--- config.mk ---
export PLATFORM = sky130hd
export DESIGN_NAME = sum_req_initiator
export DESIGN_NICKNAME = d
export VERILOG_FILES = /design/src/rtl/sum_req_initiator.sv
export SDC_FILE = /design/constraint.sdc
export NUM_CORES = 1
export LEC_CHECK = 0
export CORE_MARGIN = 4
export CORE_UTILIZATION = 49
export DETAILED_ROUTE_END_ITERATION = 8
export GPL_ROUTABILITY_DRIVEN = 0
export GPL_TIMING_DRIVEN = 0
export PLACE_DENSITY = 0.83
export SKIP_LAST_GASP = 1
export SLEW_MARGIN = 0
export SYNTH_ARGS = -nofsm -noshare
export SYNTH_HDL_FRONTEND = slang
export SYNTH_SLANG_ARGS = --single-unit
--- constraint.sdc ---
create_clock -name clk -period 2 [get_ports clk]
set_input_delay 0.4 -clock clk [delete_from_list [all_inputs] [get_ports clk]]
set_output_delay 0.4 -clock clk [all_outputs]
set_load 0.02 [all_outputs]
--- src/rtl/sum_req_initiator.sv ---
// sum_req_initiator: buffers upstream operand pairs in a small FIFO, issues them one at a
// time to a single-cycle start/valid sum responder and returns each result (or a timeout
// error) upstream as a one-cycle strobe.
module sum_req_initiator #(
    parameter int unsigned W       = 16,
    parameter int unsigned DEPTH   = 4,
    parameter int unsigned TIMEOUT = 4
) (
    input  logic         clk,
    input  logic         rst_n,
    input  logic         req_valid,
    output logic         req_ready,
    input  logic [W-1:0] req_a,
    input  logic [W-1:0] req_b,
    output logic         start,
    output logic [W-1:0] a,
    output logic [W-1:0] b,
    input  logic [W-1:0] y,
    input  logic         valid,
    output logic         rsp_valid,
    output logic [W-1:0] rsp_sum,
    output logic         rsp_err,
    output logic         spurious_err,
    output logic         busy
);

    localparam int unsigned AW = $clog2(DEPTH);
    localparam int unsigned CW = AW + 1;
    localparam int unsigned TW = $clog2(TIMEOUT + 1);

    typedef enum logic [1:0] {StIdle, StIssue, StWait} state_e;

    state_e          state_q, state_d;
    logic [W-1:0]    mem_a_q [DEPTH];
    logic [W-1:0]    mem_b_q [DEPTH];
    logic [AW-1:0]   wr_ptr_q, rd_ptr_q;
    logic [CW-1:0]   count_q, count_d;
    logic [W-1:0]    a_q, a_d, b_q, b_d;
    logic [TW-1:0]   cnt_q, cnt_d;
    logic            rsp_valid_q, rsp_valid_d;
    logic            rsp_err_q, rsp_err_d;
    logic [W-1:0]    rsp_sum_q, rsp_sum_d;
    logic            spur_q, spur_d;
    logic            full, empty, push, pop;

    assign full      = (count_q == CW'(DEPTH));
    assign empty     = (count_q == '0);
    assign req_ready = !full;
    // A full FIFO refuses the push even when the head pops on the same edge.
    assign push      = req_valid && !full;

    // FIFO storage; no reset needed, occupancy is tracked by count_q.
    always_ff @(posedge clk) begin
        if (push) begin
            mem_a_q[wr_ptr_q] <= req_a;
            mem_b_q[wr_ptr_q] <= req_b;
        end
    end

    // FIFO occupancy update.
    always_comb begin
        count_d = count_q;
        unique case ({push, pop})
            2'b10:   count_d = count_q + 1'b1;
            2'b01:   count_d = count_q - 1'b1;
            default: count_d = count_q;
        endcase
    end

    // FSM next state; the head entry stays in the FIFO until its response is returned.
    always_comb begin
        state_d     = state_q;
        a_d         = a_q;
        b_d         = b_q;
        cnt_d       = cnt_q;
        rsp_valid_d = 1'b0;
        rsp_err_d   = 1'b0;
        rsp_sum_d   = rsp_sum_q;
        pop         = 1'b0;
        unique case (state_q)
            StIdle: begin
                if (!empty) begin
                    state_d = StIssue;
                    a_d     = mem_a_q[rd_ptr_q];
                    b_d     = mem_b_q[rd_ptr_q];
                end
            end
            StIssue: begin
                state_d = StWait;
                cnt_d   = '0;
            end
            StWait: begin
                if (valid) begin
                    rsp_valid_d = 1'b1;
                    rsp_sum_d   = y;
                    pop         = 1'b1;
                    state_d     = StIdle;
                end else if (cnt_q == TW'(TIMEOUT - 1)) begin
                    rsp_valid_d = 1'b1;
                    rsp_err_d   = 1'b1;
                    rsp_sum_d   = '0;
                    pop         = 1'b1;
                    state_d     = StIdle;
                end else begin
                    cnt_d = cnt_q + 1'b1;
                end
            end
            default: state_d = StIdle;
        endcase
    end

    // A valid outside WAIT is a protocol violation; remember it until reset.
    assign spur_d = spur_q | (valid && (state_q != StWait));

    // State, pointer and output registers.
    always_ff @(posedge clk or negedge rst_n) begin
        if (!rst_n) begin
            state_q     <= StIdle;
            wr_ptr_q    <= '0;
            rd_ptr_q    <= '0;
            count_q     <= '0;
            a_q         <= '0;
            b_q         <= '0;
            cnt_q       <= '0;
            rsp_valid_q <= 1'b0;
            rsp_err_q   <= 1'b0;
            rsp_sum_q   <= '0;
            spur_q      <= 1'b0;
        end else begin
            state_q     <= state_d;
            if (push) wr_ptr_q <= wr_ptr_q + 1'b1;
            if (pop)  rd_ptr_q <= rd_ptr_q + 1'b1;
            count_q     <= count_d;
            a_q         <= a_d;
            b_q         <= b_d;
            cnt_q       <= cnt_d;
            rsp_valid_q <= rsp_valid_d;
            rsp_err_q   <= rsp_err_d;
            rsp_sum_q   <= rsp_sum_d;
            spur_q      <= spur_d;
        end
    end

    assign start        = (state_q == StIssue);
    assign a            = a_q;
    assign b            = b_q;
    assign rsp_valid    = rsp_valid_q;
    assign rsp_sum      = rsp_sum_q;
    assign rsp_err      = rsp_err_q;
    assign spurious_err = spur_q;
    assign busy         = !empty || (state_q != StIdle);

endmodule
Word level (Yosys, flattened, before mapping)
Memories as Yosys holds them, arrays and structs flattened. A register that Yosys moved wholly into a read port is not among the register bits.
Index checks and enable logic that the tools add are counted.
Widths: inputs -> output; s select.
{"block": "totals", "wordCells": 63, "n_memories": 2, "output_inout_bits": 54, "mem_bits_rw": 128, "in_bits": 52, "register_bits": 31}
{"name": "mem_a_q", "words": 4, "word_bits": 16, "rd": 1, "rd_clocked_by_memory_dff": 1, "write_ports": 1, "line_no": "34", "text": "logic [W-1:0] mem_a_q [DEPTH];"}
{"name": "mem_b_q", "words": 4, "word_bits": 16, "rd": 1, "rd_clocked_by_memory_dff": 1, "write_ports": 1, "line_no": "35", "text": "logic [W-1:0] mem_b_q [DEPTH];"}
{"block": "op_classes", "reduce_logical": 17, "n_bitwise": 2, "mux": 17, "n_addsub": 5, "n_eq_ne": 11}
{"cell": "$mux 16", "n": 2}
{"cell": "$pmux 3 s2", "n": 2}
{"cell": "$ne 2x2->1 const B", "n": 4}
{"cell": "$reduce_bool 2->1", "n": 4}
{"cell": "$mux 1", "n": 7}
{"cell": "$add 3x1->3 const B", "n": 2}
{"cell": "$mux 2", "n": 3}
{"cell": "$mux 3", "n": 2}
{"cell": "$pmux 2 s3", "n": 1}
{"cell": "$reduce_and 2->1", "n": 3}
{"cell": "$add 2x1->2 const B", "n": 2}
{"cell": "$eq 2x1->1 const B", "n": 2}
{"cell": "$eq 2x2->1 const B", "n": 2}
{"cell": "$logic_not 1->1", "n": 4}
{"cell": "$eq 3x2->1 const B", "n": 1}
{"cell": "$eq 3x3->1 const B", "n": 1}
{"cell": "$logic_not 3->1", "n": 1}
{"cell": "$ne 3x3->1 const B", "n": 1}
{"cell": "$reduce_and 3->1", "n": 1}
{"cell": "$sub 3x1->3 const B", "n": 1}
{"cell": "$logic_and 1x1->1", "n": 2}
{"cell": "$logic_not 2->1", "n": 1}
{"cell": "$logic_or 1x1->1", "n": 1}
{"cell": "$not 1->1", "n": 1}
{"cell": "$or 1x1->1", "n": 1}

Depth between registers and ports, before layout
Gate-level depths: netlist (run 1).
{"block": "depth", "ltp_word": 6, "ltp_mapped": 11, "mapped_depth_nobuf": 10}

Least setup slack after synthesis (run 1)
Ideal clock, no wire load.
{"block": "synth_path", "kind": "register -> register", "from": "register count_q[0]", "to": "register count_q[2]", "t_required_ps": 1921, "path_slack_ps": -192, "path_stages_with_launch": 10, "arrival_time_ps": 2113, "setup_time_ps": 79, "period_less_slack_ps": 2192, "path_cell_list": "dfrtp_1 > or3b_1 > and2_4 > inv_1 > ha_1 > inv_1 > fa_1 > xor2_1 > nor2_1 > xor2_1"}
{"block": "synth_via", "elab_chain_len": 5, "word_cells_on_any_way": 9, "cone_classes": "add/sub (2); eq/ne (3); mux (1); reduce/logical (3)"}
{"item": "start: declaration", "line_no": "37", "text": "logic [CW-1:0] count_q, count_d;"}
{"item": "start signal: assignment", "line_no": "133", "text": "count_q <= count_d;"}
{"item": "$eq 3x3->1 (*)", "line_no": "46", "text": "assign full = (count_q == CW'(DEPTH));"}
{"item": "$logic_not 1->1 (*)"}
{"item": "named net req_ready", "line_no": "12", "text": "output logic req_ready,"}
{"item": "$logic_and 1x1->1 (*)", "line_no": "50", "text": "assign push = req_valid && !full;"}
{"item": "$eq 2x1->1 or $eq 2x2->1 (tied branches)", "line_no": "63", "text": "unique case ({push, pop})"}
{"item": "$pmux 3 s2 or $reduce_bool 2->1 (tied branches)"}
Mark *: on every way through the listed nets, which the timed path passes. The rest lies on a longest branch.
A chain may end at the register's enable or synchronous reset.

Worst setup path after layout (run 1)
{"block": "layout_path", "from": "register count_q[2]", "to": "output busy"}
{"block": "layout_via", "elab_chain_len": 3}
{"item": "$logic_not 3->1", "line_no": "47", "text": "assign empty = (count_q == '0);"}
{"item": "$logic_not 1->1", "line_no": "151", "text": "assign busy = !empty || (state_q != StIdle);"}
{"item": "$logic_or 1x1->1", "line_no": "151"}
{"item": "end: declaration", "line_no": "24", "text": "output logic busy"}
No other way between the ends.

==> results of run 1 <==
## metrics by stage
stage          hold slack [ps]  TNS, ps  instance area (µm²)  std cells  total power, mW
4_1_cts                    112     -168                 9110        675             14.3
6_report                  92.1     -133                 9210        686             14.2
3_5_place_dp               465   -26080                 8550        638             11.2
5_1_grt                    163    -4030                 9210        686             14.9
2_1_floorplan              104    -46.4                 7270        349             9.21
3_3_place_gp               441  -210640                 8550        638             11.0
## power groups by stage
stage | logic (mW) | registers, mW | clock network (mW)
after global routing | 5.73 | 5.98 | 3.22
final | 5.33 | 5.88 | 2.98
after floorplan | 2.75 | 6.46 | 0
after detailed placement | 5.26 | 5.98 | 0
after global placement | 5.11 | 5.93 | 0
after CTS | 5.34 | 5.90 | 3.04
## cell families (layout without fill, tap and decap cells)
family,after synthesis,in the layout
flops,191,191
fa+ha+maj,11,11
mux,67,67
simple gates,16,16
buf+inv,29,182
compound gates,29,29
xor+xnor,6,6
## final cells by class
| type | count | share of cell area |
|---|---|---|
| Buffer | 17 | 0.0134 |
| Clock buffer | 18 | 0.0466 |
| Clock inverter | 14 | 0.0101 |
| Inverter | 12 | 0.00516 |
| Multi-Input combinational cell | 129 | 0.185 |
| Sequential cell | 191 | 0.588 |
| Tap cell | 184 | 0.0250 |
| Timing Repair Buffer | 121 | 0.126 |
## how the worst max path moves through the flow
stage / cells past startpoint / start / endpoint / slack, ps
2_1_floorplan: 9 / count_q[0] / count_q[2] / -50
3_3_place_gp: 1 / rst_n / b[9] / -1750
3_5_place_dp: 10 / valid / count_q[2] / -550
4_1_cts: 9 / count_q[2] / count_q[2] / -140
5_1_grt: 9 / count_q[1] / count_q[2] / -160
6_report: 5 / count_q[2] / busy / -80
## repair_timing
action	CTS	global route
endpoints found under the setup margin	15	59
resized for setup	5	8
pin swaps	1	7
buffers inserted	5	11
## cells in the mapped netlist, types with 3 or more instances
cell type,n
edfxtp_1,128
buf_6,4
mux4_1,4
clkbuf_1,4
mux4_2,28
and3_1,4
dfrtp_1,63
buf_2,4
ha_1,10
inv_1,12
buf_4,3
xnor2_1,4
a22o_1,18
mux2_2,34
o21ai_0,3
nand2_1,3
## layout by cell type, fill, tap and decap left out, types with 3 or more instances in the layout
cell and count:
a22o_1 18, and3_2 4, buf_2 5, buf_4 20
buf_6 4, clkbuf_1 4, clkbuf_16 17, clkdlybuf4s50_1 101
clkinv_1 4, clkinv_4 3, dfrtp_1 63, edfxtp_1 128
ha_1 6, inv_1 9, inv_6 3, mux2_2 34
mux4_1 4, mux4_2 28, nand2_1 3, o21ai_0 3
xnor2_1 4
## layer usage
layer / up-vias / share of wire / track usage
li1: 1664 / - / -
met3: 16 / 0.069 / 0.0523
met4: 0 / 0.014 / 0.0605
met5: - / 0 / 0
met1: 1890 / 0.40 / 0.211
met2: 120 / 0.51 / 0.283
## registers in the layout, summed over array words and instances (netlist names)
signal	flops
spurious_err	1
state_q	2
rsp_err	1
mem_a_q	64
b	16
rsp_valid	1
count_q	3
rsp_sum	16
mem_b_q	64
a	16
cnt_q	3
rd_ptr_q	2
wr_ptr_q	2
==> impl_metrics.yaml, run 1 <==
logic_synthesis:
  yosysWarnings: 0
  synthMuxAreaShare: 0.156
  async_reset_ff_frac: 0.330
  synth_area_leaders: "edfxtp_1, dfrtp_1, mux4_2"
  synth.cell_area_mm2: 0.00723
  synth_fa_ha_area_frac: 0.0201
  synth_top_family_by_area: "multiplexers"
  ys_ff_latch: 191
  synth_top_area_frac: 0.532
  synth_cell_types: 34
  synthXorXnorAreaFrac: 0.00727
  synth_flop_cell: "edfxtp_1"
  synthesis.nets: 412
  synth-compound-area-share: 0.0317
  yosysSeqAreaShare: 0.750
  synth_area_leader_cell: "edfxtp_1"
  synthSimpleGateAreaFrac: 0.0138
  synthCells: 349
  syn_avg_cell_area_um2: 20.7
  synth-edff-count: 128
sta:
  maxSlewViolCount: 0
  max_freq_mhz: 480
  fin_skew_ps: 8.01
  relSlewSlack: 0.361
  fin_ws_ps: -82.4
  hold_viol: 0
  setup_viol: 2
  period_share: 1.04
  fin_crit_ps: 2080
  rsz0062_at_grt: "yes"
  max_slew.worst_pin.slew_ps: 958
routing:
  viasPerCell: 5.38
  firstDrtPassIters: 4
  ant_nets: 0
  drt_iter0_drc: 203
  vias: 3690
  routedWlPerCell_um: 19.6
  drc: 0
  finalWirelength_mm: 13.4
critical_path:
  cp_common_cell: "buf_4"
  cp_max_fo: 3
  worst_path_max_delay_cell: "dfrtp_1"
  reg2regPathDepth: 9
  endpoint_kind: "output port"
  crit_chain: "buf_4, buf_4, nor3_2, nand2_1, dlygate4sd2_1"
  crit_path_start_kind: "register"
  rrSetupSlack_ps: -50
  crit_family: "buffers and inverters"
  timing.rr.start: "count_q[1]"
  max_stage_delay_ps: 400
  arrival_ps: 1680
  critPathKind: "register to output port"
  worstPathRequired_ps: 1600
  reg2reg_to: "count_q[2]"
  cp.buffers_inverters: 3
power:
  power_frac_seq: 0.414
  switching_share: 0.308
  leakagePower_nw: 3.39
  peakVddDrop_v: 0.000803
  p_comb_frac: 0.376
  p_per_area_mw_per_mm2: 1540
  clock_power_share: 0.210
  p_sw_mw: 4.37
  internal_power_mw: 9.81
job:
  cap_violations: 0
global_routing:
  gr-total-overflow: 0
  grt_usage: 0.169
  grt_max_degree: 64
  grt_pass1_vias: 3879
  antenna_found_initial: 0
  grt_pass1_wl_mm: 20.9
floorplanning:
  ios: 106
  core_mm2: 0.0145
  dieWidth_um: 129
  start_util: 0.499
  dieArea_mm2: 0.0168
  die_h_um: 129
  rows: 44
layout:
  syn_to_final_growth_pct: 27.4
  num_antenna_cells: 0
  fin_util: 0.636
  regArea_mm2: 0.00542
  fill_cells: 1025
  nets: 552
  drive_gt1_frac: 0.273
  multi_input_area_mm2: 0.00171
min_path:
  hp-class: "primary input to async pin"
place:
  place.port_buffers: 105
  post-place-ws_ps: -553
  dpl.hpwl_mm: 8.29
run_status:
  status: "finished, violations left"
  violations: "negative setup slack"
clock_network:
  ctsHoldBuffers: 0
  clk_path_buf_depth: 2
  clk_latency_ps: 420
  cts-htree-levels: 4
  clk_pin_slew_ps: 70
  cts-root-buf: "clkbuf_16"
  cts.sinks: 191
  cts_tree: "built"
  cts_buffers: 17
(Power assumes the default switching activity.)
==> inputs of run 2 (changes only) <==
SLEW_MARGIN = unset   (was 0)
==> results of run 2 <==
Same layout as run 1: the final DEF is identical, and so are final timing and power.
==> inputs of run 3 (changes only) <==
--- a/constraint.sdc
+++ b/constraint.sdc
@@ -3,2 +3,2 @@
 set_output_delay 0.4 -clock clk [all_outputs]
-set_load 0.02 [all_outputs]
+set_load 0.1 [all_outputs]
==> run 3 against run 2 <==
Compared with the run above: the flow still finishes with violations (negative setup slack); die area unchanged; flip-flop and latch count stayed put; critical path depth up 4; register-to-register slack better by 50 ps; critical endpoint is now count_q[2]; largest cell class unchanged.
==> impl_metrics.yaml, run 3 (synthesis gave the netlist of run 1 again) <==
routing:
  wl_met2_mm: 6.66
  firstDrtPassIters: 4
  routedWlPerCell_um: 19.2
  drc: 0
  wl_met1_mm: 5.46
  viasPerCell: 5.37
  wl_met3_um: 793
  vias: 3646
  drt_iter0_drc: 202
  ant_nets: 0
  finalWirelength_mm: 13.1
  routed.top_layer: "met4"
global_routing:
  antenna_found_initial: 0
  grt_pass1_vias: 3935
  grt_usage: 0.166
  grt_max_degree: 64
  gr-total-overflow: 0
  grt_pass1_wl_mm: 20.8
critical_path:
  cp_max_fo: 4
  arrival_ps: 2350
  critPathKind: "register to register"
  reg2reg_to: "count_q[2]"
  crit_start: "count_q[2]"
  rrSetupSlack_ps: -5
  timing.rr.start: "count_q[2]"
  reg2regPathDepth: 9
  crit_path_start_kind: "register"
  endpoint_kind: "register"
  worstPathRequired_ps: 2350
clock_network:
  cts_buffers: 17
  cts-root-buf: "clkbuf_16"
  clk_latency_ps: 420
  clk_pin_slew_ps: 70
  clk_path_buf_depth: 2
  cts.sinks: 191
  cts-htree-levels: 4
  ctsHoldBuffers: 0
  cts_tree: "built"
sta:
  setup_viol: 1
  fin_crit_ps: 2000
  relSlewSlack: 0.372
  fin_ws_ps: -4.67
  maxSlewViolCount: 0
  period_share: 1.00
  fin_hold_ws_ps: 92.3
  rsz0062_at_grt: "yes"
  finalSetupTns_ps: -4.67
  fin_skew_ps: 14.8
  max_slew.worst_pin.slew_ps: 945
  max_freq_mhz: 499
  hold_viol: 0
floorplanning:
  rows: 44
  ios: 106
  dieArea_mm2: 0.0168
  core_mm2: 0.0145
  start_util: 0.499
  dieWidth_um: 129
  die_h_um: 129
layout:
  fin_area_mm2: 0.00927
  nets: 545
  fill_cells: 1032
  mostFrequentLayoutCells: "edfxtp_1, dfrtp_1, clkdlybuf4s50_1"
  drive_gt1_frac: 0.372
  mostFrequentLayoutCell: "edfxtp_1"
  top_regs: "mem_a_q (64), mem_b_q (64)"
  syn_to_final_growth_pct: 28.2
  num_antenna_cells: 0
place:
  place.port_buffers: 105
  post-place-ws_ps: -605
  dpl_cell_area_mm2: 0.00854
  dpl.hpwl_mm: 8.25
min_path:
  hp-class: "primary input to async pin"
run_status:
  status: "finished, violations left"
  violations: "negative setup slack"
job:
  cap_violations: 0
## run 3: layout make-up
| type | instances | area (µm²) | share of cell area |
|---|---|---|---|
| flip-flops and latches | 191 | 5420 | 0.585 |
| clock buffers | 24 | 502 | 0.0541 |
| repair buffers | 115 | 1170 | 0.126 |
| inverters | 12 | 45.0 | 0.00486 |
| well taps | 184 | 230 | 0.0248 |
| clock inverters | 8 | 103 | 0.0111 |
| plain buffers | 16 | 110 | 0.0119 |
| multi-input cells | 129 | 1700 | 0.183 |
## run 3: what timing repair did
action,CTS,global route
resized for setup,167,10
hold endpoints to repair,0,0
setup endpoints to repair,56,23
buffers inserted,7,3
pin swaps,4,1
## run 3: worst max path at each step
| stage | to | depth (start not counted) | slack (ps) |
|---|---|---|---|
| final | count_q[2] | 9 | -5 |
| after detailed placement | count_q[2] | 10 | -600 |
| after global routing | count_q[2] | 9 | -110 |
| after CTS | busy | 4 | -60 |
| after global placement | a[9] | 1 | -1670 |
| after floorplan | count_q[2] | 9 | -190 |
## run 3: through the flow
| stage | utilization | cells |
|---|---|---|
| 2_1_floorplan | - | 349 |
| 3_3_place_gp | 0.590 | 638 |
| 3_5_place_dp | 0.590 | 638 |
| 4_1_cts | 0.639 | 677 |
| 5_1_grt | 0.640 | 679 |
| 6_report | 0.640 | 679 |
## run 3: metal layers
layer	global-route usage	vias up
met2	0.279	95
met4	0.0507	0
met1	0.206	1899
li1	-	1640
met3	0.0565	12
met5	0	-
## run 3: critical path, stage by stage (launching register included)
cell and delay (ps):
dfrtp_1 390, or3b_4 430, and2_4 160, inv_2 60, ha_4 130, inv_2 40, fa_2 320, xor2_1 150
nor2_1 110, xor2_1 150
Power of run 3 is not shown: default switching activity piles up to over one toggle a cycle in this logic, so the estimate is an artifact.
